## src/rtl/reg_operand_ctrl.sv

```systemverilog
// Operand-read decode, destination scoreboard and hazard resolution for an in-order pipe.
// Optional macro REG_FORWARDING_EN enables bypass selection; without it every hazard stalls.
module reg_operand_ctrl #(
   parameter int ADDR_W     = 5,
   parameter int PIPE_DEPTH = 3,
   localparam int SEL_W     = $clog2(PIPE_DEPTH + 1)
) (
   input  logic              clk,
   input  logic              rst,
   input  logic [5:0]        op,
   input  logic [ADDR_W-1:0] rs,
   input  logic [ADDR_W-1:0] rt,
   input  logic [ADDR_W-1:0] rd,
   input  logic              id_valid,
   input  logic              flush,
   output logic              reg_read_en_1,
   output logic              reg_read_en_2,
   output logic [ADDR_W-1:0] reg_addr_1,
   output logic [ADDR_W-1:0] reg_addr_2,
   output logic              reg_write_en,
   output logic [ADDR_W-1:0] reg_write_addr,
   output logic [SEL_W-1:0]  fwd_sel_1,
   output logic [SEL_W-1:0]  fwd_sel_2,
   output logic              stall
);

   localparam logic [5:0] OP_SPECIAL = 6'h00;
   localparam logic [5:0] OP_ADDIU   = 6'h09;
   localparam logic [5:0] OP_LUI     = 6'h0F;
   localparam logic [5:0] OP_LW      = 6'h23;
   localparam logic [5:0] OP_SW      = 6'h2B;

   logic              wr_dec;
   logic [ADDR_W-1:0] wr_addr;
   logic [SEL_W-1:0]  match_1;
   logic [SEL_W-1:0]  match_2;
   logic              stall_raw;

   logic [PIPE_DEPTH:1] vld_q;
   logic [PIPE_DEPTH:1] vld_d;
   logic [PIPE_DEPTH:1] load_q;
   logic [ADDR_W-1:0]   waddr_q [1:PIPE_DEPTH];

   always_comb begin
      reg_read_en_1 = 1'b0;
      reg_read_en_2 = 1'b0;
      reg_addr_1    = '0;
      reg_addr_2    = '0;
      wr_dec        = 1'b0;
      wr_addr       = '0;
      case (op)
         OP_SPECIAL: begin
            reg_read_en_1 = 1'b1; reg_addr_1 = rs;
            reg_read_en_2 = 1'b1; reg_addr_2 = rt;
            wr_dec = 1'b1; wr_addr = rd;
         end
         OP_ADDIU, OP_LW: begin
            reg_read_en_1 = 1'b1; reg_addr_1 = rs;
            wr_dec = 1'b1; wr_addr = rt;
         end
         OP_SW: begin
            reg_read_en_1 = 1'b1; reg_addr_1 = rs;
            reg_read_en_2 = 1'b1; reg_addr_2 = rt;
         end
         OP_LUI: begin
            wr_dec = 1'b1; wr_addr = rt;
         end
         default: ;
      endcase
   end

   assign reg_write_addr = wr_addr;
   assign reg_write_en   = wr_dec && id_valid && (wr_addr != '0);

   // Walk oldest to youngest so the youngest matching stage wins.
   always_comb begin
      match_1 = '0;
      match_2 = '0;
      for (int k = PIPE_DEPTH; k >= 1; k--) begin
         if (reg_read_en_1 && (reg_addr_1 != '0) && vld_q[k] && (waddr_q[k] == reg_addr_1))
            match_1 = SEL_W'(k);
         if (reg_read_en_2 && (reg_addr_2 != '0) && vld_q[k] && (waddr_q[k] == reg_addr_2))
            match_2 = SEL_W'(k);
      end
   end

`ifdef REG_FORWARDING_EN
   assign stall_raw = load_q[1] && ((match_1 == SEL_W'(1)) || (match_2 == SEL_W'(1)));
   assign fwd_sel_1 = rst ? '0 : match_1;
   assign fwd_sel_2 = rst ? '0 : match_2;
`else
   assign stall_raw = (match_1 != '0) || (match_2 != '0);
   assign fwd_sel_1 = '0;
   assign fwd_sel_2 = '0;
`endif

   assign stall = stall_raw && !flush && !rst;

   always_comb begin
      vld_d = '0;
      if (!flush) begin
         for (int k = PIPE_DEPTH; k >= 2; k--)
            vld_d[k] = vld_q[k-1];
         vld_d[1] = reg_write_en && !stall;
      end
   end

   always_ff @(posedge clk or posedge rst) begin
      if (rst) vld_q <= '0;
      else     vld_q <= vld_d;
   end

   // Payload rides along unreset; the valid bits qualify it.
   always_ff @(posedge clk) begin
      for (int k = PIPE_DEPTH; k >= 2; k--) begin
         waddr_q[k] <= waddr_q[k-1];
         load_q[k]  <= load_q[k-1];
      end
      waddr_q[1] <= reg_write_addr;
      load_q[1]  <= (op == OP_LW);
   end

endmodule
```

## config.mk

```make
export PLATFORM = sky130hd
export DESIGN_NAME = reg_operand_ctrl
export DESIGN_NICKNAME = d
export VERILOG_FILES = /design/src/rtl/reg_operand_ctrl.sv
export SDC_FILE = /design/constraint.sdc
export NUM_CORES = 1
export LEC_CHECK = 0
export BUFFER_PORTS_ARGS = -buffer_cell sky130_fd_sc_hd__buf_4
export CAP_MARGIN = 20
export CELL_PAD_IN_SITES_DETAIL_PLACEMENT = 1
export CELL_PAD_IN_SITES_GLOBAL_PLACEMENT = 1
export CORE_AREA = 10 10 69 83
export DETAILED_ROUTE_END_ITERATION = 10
export DIE_AREA = 0 0 79 93
export PLACE_DENSITY_LB_ADDON = 0.2
export SETUP_SLACK_MARGIN = 0.15
export SYNTH_ARGS = -nofsm -noshare
export SYNTH_HDL_FRONTEND = slang
export SYNTH_SLANG_ARGS = --single-unit
```

## constraint.sdc

```tcl
create_clock -name clk -period 2.65 [get_ports clk]
set_input_delay 0 -clock clk [delete_from_list [all_inputs] [get_ports clk]]
set_output_delay 0 -clock clk [all_outputs]
set_load 0.05 [all_outputs]
```

; Word-level counts from Yosys, hierarchy flattened
; Memory sizes are Yosys's and may differ from the RTL's.
; Cells that the tools add are included.
[word_totals]
out_inout_bits = 23
memories = 1
ff_bits = 3
input_bits = 25
wordCells = 58
ram_bits = 15
[classes]
muxes = 13
n_eq_ne = 10
n_reduce_logical = 33
[memory_table]
columns = memory, depth, width, read_ports, rd_clocked_by_memory_dff, wr, line
row1 = waddr_q, 3, 5, 3, 0, 3, 42  ; logic [ADDR_W-1:0] waddr_q [1:PIPE_DEPTH];
[ops]
columns = cell, count
row1 = $eq 5x5->1, 6
row2 = $logic_and 1x1->1, 19
row3 = $reduce_bool 5->1, 3
row4 = $eq 6x4->1 const B, 2
row5 = $eq 6x6->1 const B, 2
row6 = $mux 2, 6
row7 = $mux 5, 2
row8 = $pmux 5 s2, 1
row9 = $reduce_or 4->1, 2
row10 = $logic_not 6->1, 1
row11 = $reduce_bool 2->1, 2
row12 = $logic_not 1->1, 3
row13 = $mux 1, 3
row14 = $mux 3, 1
row15 = $reduce_or 3->1, 1
row16 = $reduce_or 2->1, 1
row17 = $logic_or 1x1->1, 1

; Longest topological paths before layout
; Gate-level depths: netlist (run 1).
[depth]
ltp_word = 17
ltp_mapped = 7
mapped_depth_nobuf = 6

; Least setup slack after synthesis (run 1)
; No wires, ideal clock.
[synth_timing]
kind = input port to output port
from = in op[5]
to = out stall
t_required_ns = 2.650
stages = 6
n_path_buf = 0
setup_slack_ns = 0.471
t_arrival_ns = 2.179
cell_sequence = or4_4 a211oi_2 o21a_1 a22oi_1 o21ai_2 nand3b_1
[synth_between]
word_cells_on_any_way = 43
classes_between = eq/ne: 9 / mux: 10 / reduce/logical: 24
[synth_rtl]
columns = item, line
row1 = start: declaration, 10  ; input logic [5:0] op,
row2 = $eq 6x6->1 / $logic_not 6->1 (equally long branches), 51  ; case (op)
row3 = $reduce_or 2->1 (no source line) (*), --
row4 = $mux 1 (*), 51
row5 = named net reg_read_en_2, 17  ; output logic reg_read_en_2,
row6 = $logic_and 1x1->1 (*), 82  ; if (reg_read_en_2 && (reg_addr_2 != '0) && vld_q[k] && (waddr_q[k] == reg_addr_2))
row7 = $logic_and 1x1->1 (2 in series), 82
row8 = $mux 2 (2 in series), 82
row9 = $mux 2 (*), 82
row10 = $reduce_bool 2->1 (*), 92  ; assign stall_raw = (match_1 != '0) || (match_2 != '0);
row11 = $logic_or 1x1->1 (*), 92
row12 = $logic_and 1x1->1 (*) (2 in series), 97  ; assign stall = stall_raw && !flush && !rst;
row13 = end: declaration, 24  ; output logic stall
; Mark *: on every way through the listed nets, which the timed path passes. The rest lies on a longest branch.

==> metrics, run 1 <==
outcome=complete, no violations; final hold violation count=0; Hold Path Origin=rd[2]; placed standard-cell area=between 1500 and 2000 um2; GRT Residual Overflow=0; Top Ports=48; final core occ=39.1%; reg2reg path depth=6; CP Capture Type=output port; final WL=approximately 3.9 mm; vias in the first global route=around 1.2k; final instance area=1630 um2; Final setup viols=0; Initial Util=28.9%; ant diodes=0; CTS HTree Levels=1; CP arrival=approximately 1.9 ns; WHS=0.0144 ns; Leak=about 0.0007 uW; Slew Viols, Final=0; CTS Buf Count=3; CP startpoint kind=flop; core region area=about 4200 um2; GRT Overall Usage=around 11%; Min Clock Period, post-route=1.86 ns; drc violations=0; WL per Instance=around 17 um; FF+latch count, synth=18; number of synthesized flops with an enable pin=0; # fillers=~510; row count=26; Worst-path clk slew=approximately 0.070 ns; top cells by area, synth=dfxtp_1 25%, xnor2_1 13%, xor2_1 9.5%; DR vias=between 1k and 1.5k; synthesized area=1200 um2; Slew headroom=between 40 and 50%; crit path from=waddr_q[0][13]; layout cells sized above 1=between 30% and 40%; Routed Antenna Nets=0; met3 Resource Use GR=about 3.4%; min-delay worst type=input port to flop; die area=around 7300 um2; Reg-to-Reg End=vld_q[1]; DP Wirelength=approximately 3.3 mm; worst slew pin tran=about 0.76 ns; post-synth top area share=between 20 and 25%; vias per cell=approximately 4.7; Seq/Total Area, Yosys=between 30% and 40%; GRT busiest layer=met2; Post-CTS Setup Bufs=0; Worst Clk Skew=approximately 0.0058 ns; clock buffer depth=2; Placer Congestion=~0.75; Tcrit/Tclk final=between 70 and 80%; met1 GRT Util=between 10% and 20%; Synth Flop Type=dfxtp_1; antenna violations before repair=0; CTS Sinks=18; Hold Crit Endpoint=waddr_q[0][7]; Worst EP required=approximately 2.7 ns; pre-CTS WS=0.876 ns; Synth cell types=39; die width=~79 um; Fmax=between 500 and 600 MHz; Area growth, synth to finish=35.2%; setup slack, reg-to-reg=between 1 and 1.5 ns; yosys warns=0; worst vdd ir=0.000187 V; Synth async-reset ratio=between 15 and 20%; Post-Route Setup TNS=0 ns; Final WS setup=0.789 ns; I/O Buffers=43; # nets final=~200; Worst-Skew Late Latency=around 0.27 ns; Clock Tree Root=clkbuf_8; Detailed Routing Iterations Pass 1=4; Syn Area/Cell=a little under 10 um2; FF-to-FF Start=waddr_q[0][13]; cell taking the most area after synthesis=dfxtp_1; largest net degree at the start of global routing=11; unrepaired setup endpoints after global routing=no; PwrDens=around 400 nW/um2; met2 Use GR=~20%; hold-critical path depth=2; MaxCap Viol Count=0; CTS tree=built; global-route wire length before repair=6.20 mm; overall die height=approximately 93 um; WS Path Type=flop to output port; synthesized instance count=125; DRT iter0 DRCs=41; Max FO, Critical Path=3
## per-stage QoR
step	instances	total power (uW)
2_1_floorplan	128	385
3_3_place_gp	217	435
3_5_place_dp	217	438
4_1_cts	227	655
5_1_grt	227	678
6_report	227	647
## sequential cells by signal (all words and copies together), names as in the netlist
| name | cells |
|---|---|
| vld_q | 3 |
| waddr_q | 15 |
## cells in the final DEF (no fill, tap or decap), types with 2 or more instances in the layout
cell type	count
a22o_1	5
and2_1	6
and2_2	5
buf_4	43
clkbuf_8	3
conb_1	4
dfrtp_1	3
dfxtp_1	15
dlygate4sd3_1	6
inv_1	2
nand2_1	2
nand3b_1	3
nand4_1	6
nor2_1	4
nor2b_1	2
nor3_1	5
nor4_1	2
o21a_1	2
o21ai_0	2
or4_4	3
xnor2_1	18
xor2_1	13
## power by group
| part | internal [uW] | switching (uW) |
|---|---|---|
| Sequential | 276 | 5.14 |
| Clock | 107 | 102 |
| Combinational | 67.0 | 89.3 |
## cells in the mapped netlist (2+ instances only)
| library cell | n |
|---|---|
| nor3_1 | 5 |
| nor4_1 | 2 |
| o21a_1 | 2 |
| nor2b_1 | 2 |
| dfrtp_1 | 3 |
| and2_1 | 6 |
| xnor2_1 | 18 |
| and2_2 | 5 |
| buf_4 | 6 |
| nand4_1 | 6 |
| nor2_1 | 4 |
| or4_4 | 3 |
| dfxtp_1 | 15 |
| buf_6 | 2 |
| a22o_1 | 5 |
| xor2_1 | 13 |
| o21ai_0 | 2 |
| nand3b_1 | 3 |
| inv_1 | 2 |
| nand2_1 | 2 |
## per-layer routing
layer  vias up  routed length [um]
li1        522                   -
met4         0                  77
met2        31                2100
met3         5                 239
met5         -                   0
met1       514                1450
## kinds of logic (layout without fill, tap and decap cells)
kind of cell / count (synthesis) / count (layout) / share of synthesized area (%)
XOR/XNOR: 31 / 31 / 22.6
buffers and inverters: 12 / 55 / 7.69
other: 1 / 4 / 0.312
AO/OA/AOI/OAI: 18 / 18 / 13.4
flip-flops: 18 / 18 / 31.2
AND/OR/NAND/NOR: 45 / 45 / 24.8
## how the worst max path moves through the flow
stage                 end  slack (ns)  depth (start not counted)
floorplan           stall        0.47                          6
global placement    stall        0.90                          8
detailed placement  stall        0.88                          8
CTS                 stall        0.77                          7
global route        stall        0.68                          7
finish              stall        0.79                          7
## repair_timing
item / CTS / global route
hold buffers: 6 / 0
gates resized for setup: 0 / 0
endpoints found under the hold margin: 9 / 0
## layout make-up
class                      count  area [um2]  share of cell area (%)
tap                           56        70.1                    4.30
multi-input combinational     98         747                    45.9
clock buffer                   4        45.0                    2.77
sequential                    18         375                    23.1
inverter                       2        7.51                   0.461
timing repair buffer          49         383                    23.5
## worst max-delay path, stage by stage, from the launching register on
cell      delay (ns)
dfxtp_1         0.34
xor2_1          0.15
nor4_1          0.34
and3_2          0.25
a22oi_1         0.11
o21ai_2         0.08
nand3b_1        0.12
buf_4           0.20
Power figures use the tool's default switching activity.
==> inputs of run 2 (changes only) <==
clock period = 1.6 ns   (was 2.65 ns; I/O delays follow)
==> metrics, run 2 (same netlist as run 1, synthesis figures left out) <==
Detailed Routing Iterations Pass 1=4; min-delay worst type=input port to flop; die width=between 70 and 80 um; MaxCap Viol Count=0; Hold Path Origin=rd[2]; die area=approximately 7300 um2; Worst EP required=approximately 1.6 ns; Initial Util=28.9%; antenna violations before repair=0; Top Ports=between 40 and 50; hold-critical path depth=2; overall die height=just over 90 um; drc violations=0; global-route wire length before repair=6.22 mm; Fmax=590 MHz; Min Clock Period, post-route=between 1.5 and 2 ns; Slew Viols, Final=0; # fillers=around 510; CTS tree=built; max reg flops=15; clock share of power=roughly 30%; commonest non-fill, non-tap cell in the layout=buf_4; clock buffer depth=2; Hold Crit Endpoint=waddr_q[0][7]; WHS=between 0.006 and 0.007 ns; outcome=finished with violations; CTS Sinks=18; Biggest register=waddr_q; PwrDens=approximately 600 nW/um2; Tcrit/Tclk final=106%; logic gate share of total power=between 20% and 30%; Final setup viols=1; switching share of total power=between 20% and 30%; core region area=roughly 4200 um2; Max FO, Critical Path=3; vias per cell=4.68; final hold violation count=0; row count=26; layout cells sized above 1=roughly half; reg2reg path depth=6; WS Path Type=flop to output port; Worst-Skew Late Latency=about 0.25 ns; Final WS setup=-0.0938 ns; largest net degree at the start of global routing=11; GRT Residual Overflow=0; CP startpoint kind=flop; Routed Antenna Nets=0; setup slack, reg-to-reg=roughly 0.29 ns; final WL=approximately 3.9 mm; Reg-to-Reg End=vld_q[1]; Cell Int Power=about 760 uW; DRT iter0 DRCs=30; FF-to-FF Start=waddr_q[0][13]; # nets final=210; ant diodes=0; WL per Instance=between 15 and 20 um; CTS Buf Count=3; CP arrival=between 1.5 and 2 ns; Placer Congestion=~0.79; commonest cells after routing, fill and taps aside=50 x buf_4, 18 x xnor2_1, 12 x xor2_1, 12 x dfxtp_1, 10 x and2_2; unrepaired setup endpoints after global routing=yes; pre-CTS WS=-0.0670 ns; DR vias=~1.1k; CTS HTree Levels=1; Top Registers=waddr_q (15), vld_q (3); Area growth, synth to finish=51.4%; CP Capture Type=output port; GRT Overall Usage=between 10 and 15%; DP Wirelength=around 3.3 mm; switching pwr=317 uW; Flop pwr share=43.3%; I/O Buffers=43; crit path from=waddr_q[0][13]; failing checks=negative setup slack; Worst-path clk slew=approximately 0.070 ns; Worst Clk Skew=around 0.0044 ns; worst vdd ir=approximately 0.00021 V; Clock Tree Root=clkbuf_8; Leak=about 0.00077 uW; vias in the first global route=around 1.3k
-- run 2: changes by cell type in the layout (fill, tap and decap cells not counted), moves of 2 or more --
cell / previous run / this run
a22o_2: 0 / 5
nor3_1: 5 / 3
dfxtp_1: 15 / 12
and2_1: 6 / 0
a22o_1: 5 / 0
buf_6: 0 / 7
and2_2: 5 / 10
dfxtp_2: 0 / 3
buf_4: 43 / 50
-- run 2: what timing repair did --
action / CTS / global route
hold buffers: 5 / 0
buffers inserted: 0 / 1
setup endpoints to repair: 7 / 11
resized for setup: 5 / 16
hold endpoints to repair: 7 / 0
pin swaps: 2 / 5
-- run 2: layout make-up --
| cell class | instances | area, um2 | share of cell area, % |
|---|---|---|---|
| multi-input combinational | 98 | 816 | 44.8 |
| timing repair buffer | 62 | 504 | 27.7 |
| sequential | 18 | 379 | 20.8 |
| tap | 56 | 70.1 | 3.85 |
| clock buffer | 4 | 45.0 | 2.47 |
| inverter | 2 | 7.51 | 0.412 |
-- run 2: per-layer routing --
metal  GRT usage (%)  wire length [um]  up-vias
met5               0                 0        -
met4            6.14               132        0
met3            3.35               329       11
met2            18.5              2030       45
met1            10.2              1420      519
li1                -                 -      547
-- run 2: how the worst max path moves through the flow --
stage,endpoint,slack (ns),cells after the start
after global placement,stall,-0.03,8
after floorplan,stall,-0.36,6
final,stall,-0.09,7
after global routing,stall,-0.18,7
after detailed placement,stall,-0.07,8
after CTS,stall,-0.08,7
-- run 2: power groups by stage --
stage | registers (uW) | clock network [uW] | logic, uW
3_5_place_dp | 476 | 0 | 271
6_report | 467 | 328 | 284
5_1_grt | 468 | 350 | 305
2_1_floorplan | 475 | 0 | 166
4_1_cts | 466 | 334 | 280
3_3_place_gp | 476 | 0 | 265
-- run 2: worst max-delay path: stages (launching register included) --
cell and delay (ns):
dfxtp_2 0.34, xor2_1 0.17, nor4_2 0.26, and3_4 0.23, a22oi_2 0.08, o21ai_2 0.07
nand3b_1 0.13, buf_6 0.16
-- run 2: per-stage QoR --
stage | setup TNS (ns) | total power, uW | instance area (um2) | utilization (%) | std cells
after floorplan | -0.491 | 641 | 1230 | - | 128
after global placement | -0.0335 | 741 | 1640 | 39.4 | 230
after CTS | -0.0843 | 1080 | 1760 | 42.2 | 239
after global routing | -0.179 | 1120 | 1820 | 43.8 | 240
after detailed placement | -0.0830 | 747 | 1640 | 39.4 | 230
final | -0.0938 | 1080 | 1820 | 43.8 | 240
==> inputs of run 3 (changes only) <==
RECOVER_POWER = 50   (was not set)
==> metrics, run 3 (same netlist as run 1, synthesis figures left out) <==
outcome=finished with violations; failing checks=negative setup slack; Biggest register=waddr_q; final WL=approximately 4 mm; overall die height=93 um; Reg-to-Reg End=vld_q[1]; CP Capture Type=output port; core region area=roughly 4200 um2; Worst Clk Skew=between 0.004 and 0.005 ns; I/O Buffers=between 40 and 50; hold-critical path depth=2; Routed Antenna Nets=0; commonest non-fill, non-tap cell in the layout=buf_4; Hold Path Origin=rd[2]; Worst-Skew Late Latency=around 0.25 ns; drc violations=0; CTS tree=built; global-route wire length before repair=around 6.2 mm; WS Path Type=flop to output port; die width=79 um; Fmax=~590 MHz; final hold violation count=0; GRT Overall Usage=~10%; CP arrival=around 1.7 ns; WL per Instance=approximately 16 um; setup slack, reg-to-reg=0.29 ns; largest net degree at the start of global routing=11; DRT iter0 DRCs=43; placed standard-cell area=~1600 um2; Placer Congestion=~0.79; CP startpoint kind=flop; final instance area=~1800 um2; MaxCap Viol Count=0; Tcrit/Tclk final=106%; Hold Crit Endpoint=waddr_q[0][7]; vias per cell=between 4 and 5; Clock Tree Root=clkbuf_8; unrepaired setup endpoints after global routing=yes; commonest cells after routing, fill and taps aside=46 x buf_4, 18 x xnor2_1, 12 x xor2_1, 12 x dfxtp_1, 10 x and2_2; vias in the first global route=1,318; Final WS setup=-0.0937 ns; Max FO, Critical Path=3; switching share of total power=around 30%; clock share of power=a little under a third; DR vias=between 1k and 1.5k; switching pwr=between 300 and 400 uW; GRT Residual Overflow=0; CTS Buf Count=3; Final setup viols=6; CTS Sinks=18; min-delay worst type=input port to flop; Worst EP required=~1.6 ns; Area growth, synth to finish=49.2%; logic gate share of total power=a little over a quarter; DP Wirelength=3.34 mm; Detailed Routing Iterations Pass 1=3; antenna violations before repair=0; pre-CTS WS=-0.0670 ns; clock buffer depth=2; ant diodes=0; Post-Route Setup TNS=-0.402 ns; reg2reg path depth=6; row count=26; layout cells sized above 1=between 40% and 50%; Flop pwr share=43.5%; Initial Util=28.9%; worst vdd ir=0.000200 V; WHS=slightly above 0.007 ns; Leak=roughly 0.00075 uW; Top Registers=waddr_q (15), vld_q (3); Slew Viols, Final=0; PwrDens=~600 nW/um2; CTS HTree Levels=1; # nets final=210; FF-to-FF Start=waddr_q[0][13]; die area=between 7000 and 8000 um2; Cell Int Power=approximately 760 uW; Min Clock Period, post-route=1.69 ns; max reg flops=15; Worst-path clk slew=roughly 0.070 ns; Top Ports=48
==> run 3: cell count changes in the layout (fill, tap and decap cells not counted), sizes merged <==
cell	change
buf	-4
clkbuf	+4
==> run 3: routing by layer <==
metal,vias up,routed length [um],global-route usage (%)
met5,-,0,0
met4,0,142,6.14
met3,13,329,3.35
met2,43,2010,18.5
met1,517,1440,10.2
li1,547,-,-
==> run 3: what timing repair did <==
| action | in CTS | in global routing |
|---|---|---|
| gates resized for setup | 5 | 16 |
| hold endpoints to repair | 7 | 0 |
| hold buffers | 5 | 0 |
| setup buffers | 0 | 1 |
| pin swaps | 2 | 5 |
| endpoints found under the setup margin | 7 | 11 |
==> run 3: final cells by class <==
cell class	instances	area (um2)
inverter	2	7.51
timing repair buffer	62	493
fill	514	2370
tap	56	70.1
clock buffer	4	45.0
sequential	18	379
multi-input combinational	98	801
==> run 3: how the worst max path moves through the flow <==
stage                   startpoint     to  depth (start not counted)
finish              waddr_q[0][13]  stall                          7
global route              vld_q[2]  stall                          7
CTS                 waddr_q[0][10]  stall                          7
detailed placement           op[5]  stall                          8
global placement             op[5]  stall                          8
floorplan                    op[5]  stall                          6
==> run 3: worst max-delay path: stages (launching register included) <==
cell and delay, ns:
dfxtp_2 0.34, xor2_1 0.17, nor4_2 0.26, and3_4 0.23
a22oi_2 0.08, o21ai_2 0.07, nand3b_1 0.13, buf_6 0.16
==> run 3: stage by stage <==
step	util, %	cells	power [uW]
after CTS	42.2	239	1080
after detailed placement	39.4	230	747
after global placement	39.4	230	741
after floorplan	-	128	641
after global routing	43.1	240	1120
final	43.1	240	1070
==> run 3: power by group through the flow <==
stage / clock network, uW / logic [uW] / registers, uW
after global placement: 0 / 265 / 476
after global routing: 350 / 300 / 468
final: 328 / 280 / 467
after CTS: 334 / 280 / 466
after floorplan: 0 / 166 / 475
after detailed placement: 0 / 271 / 476
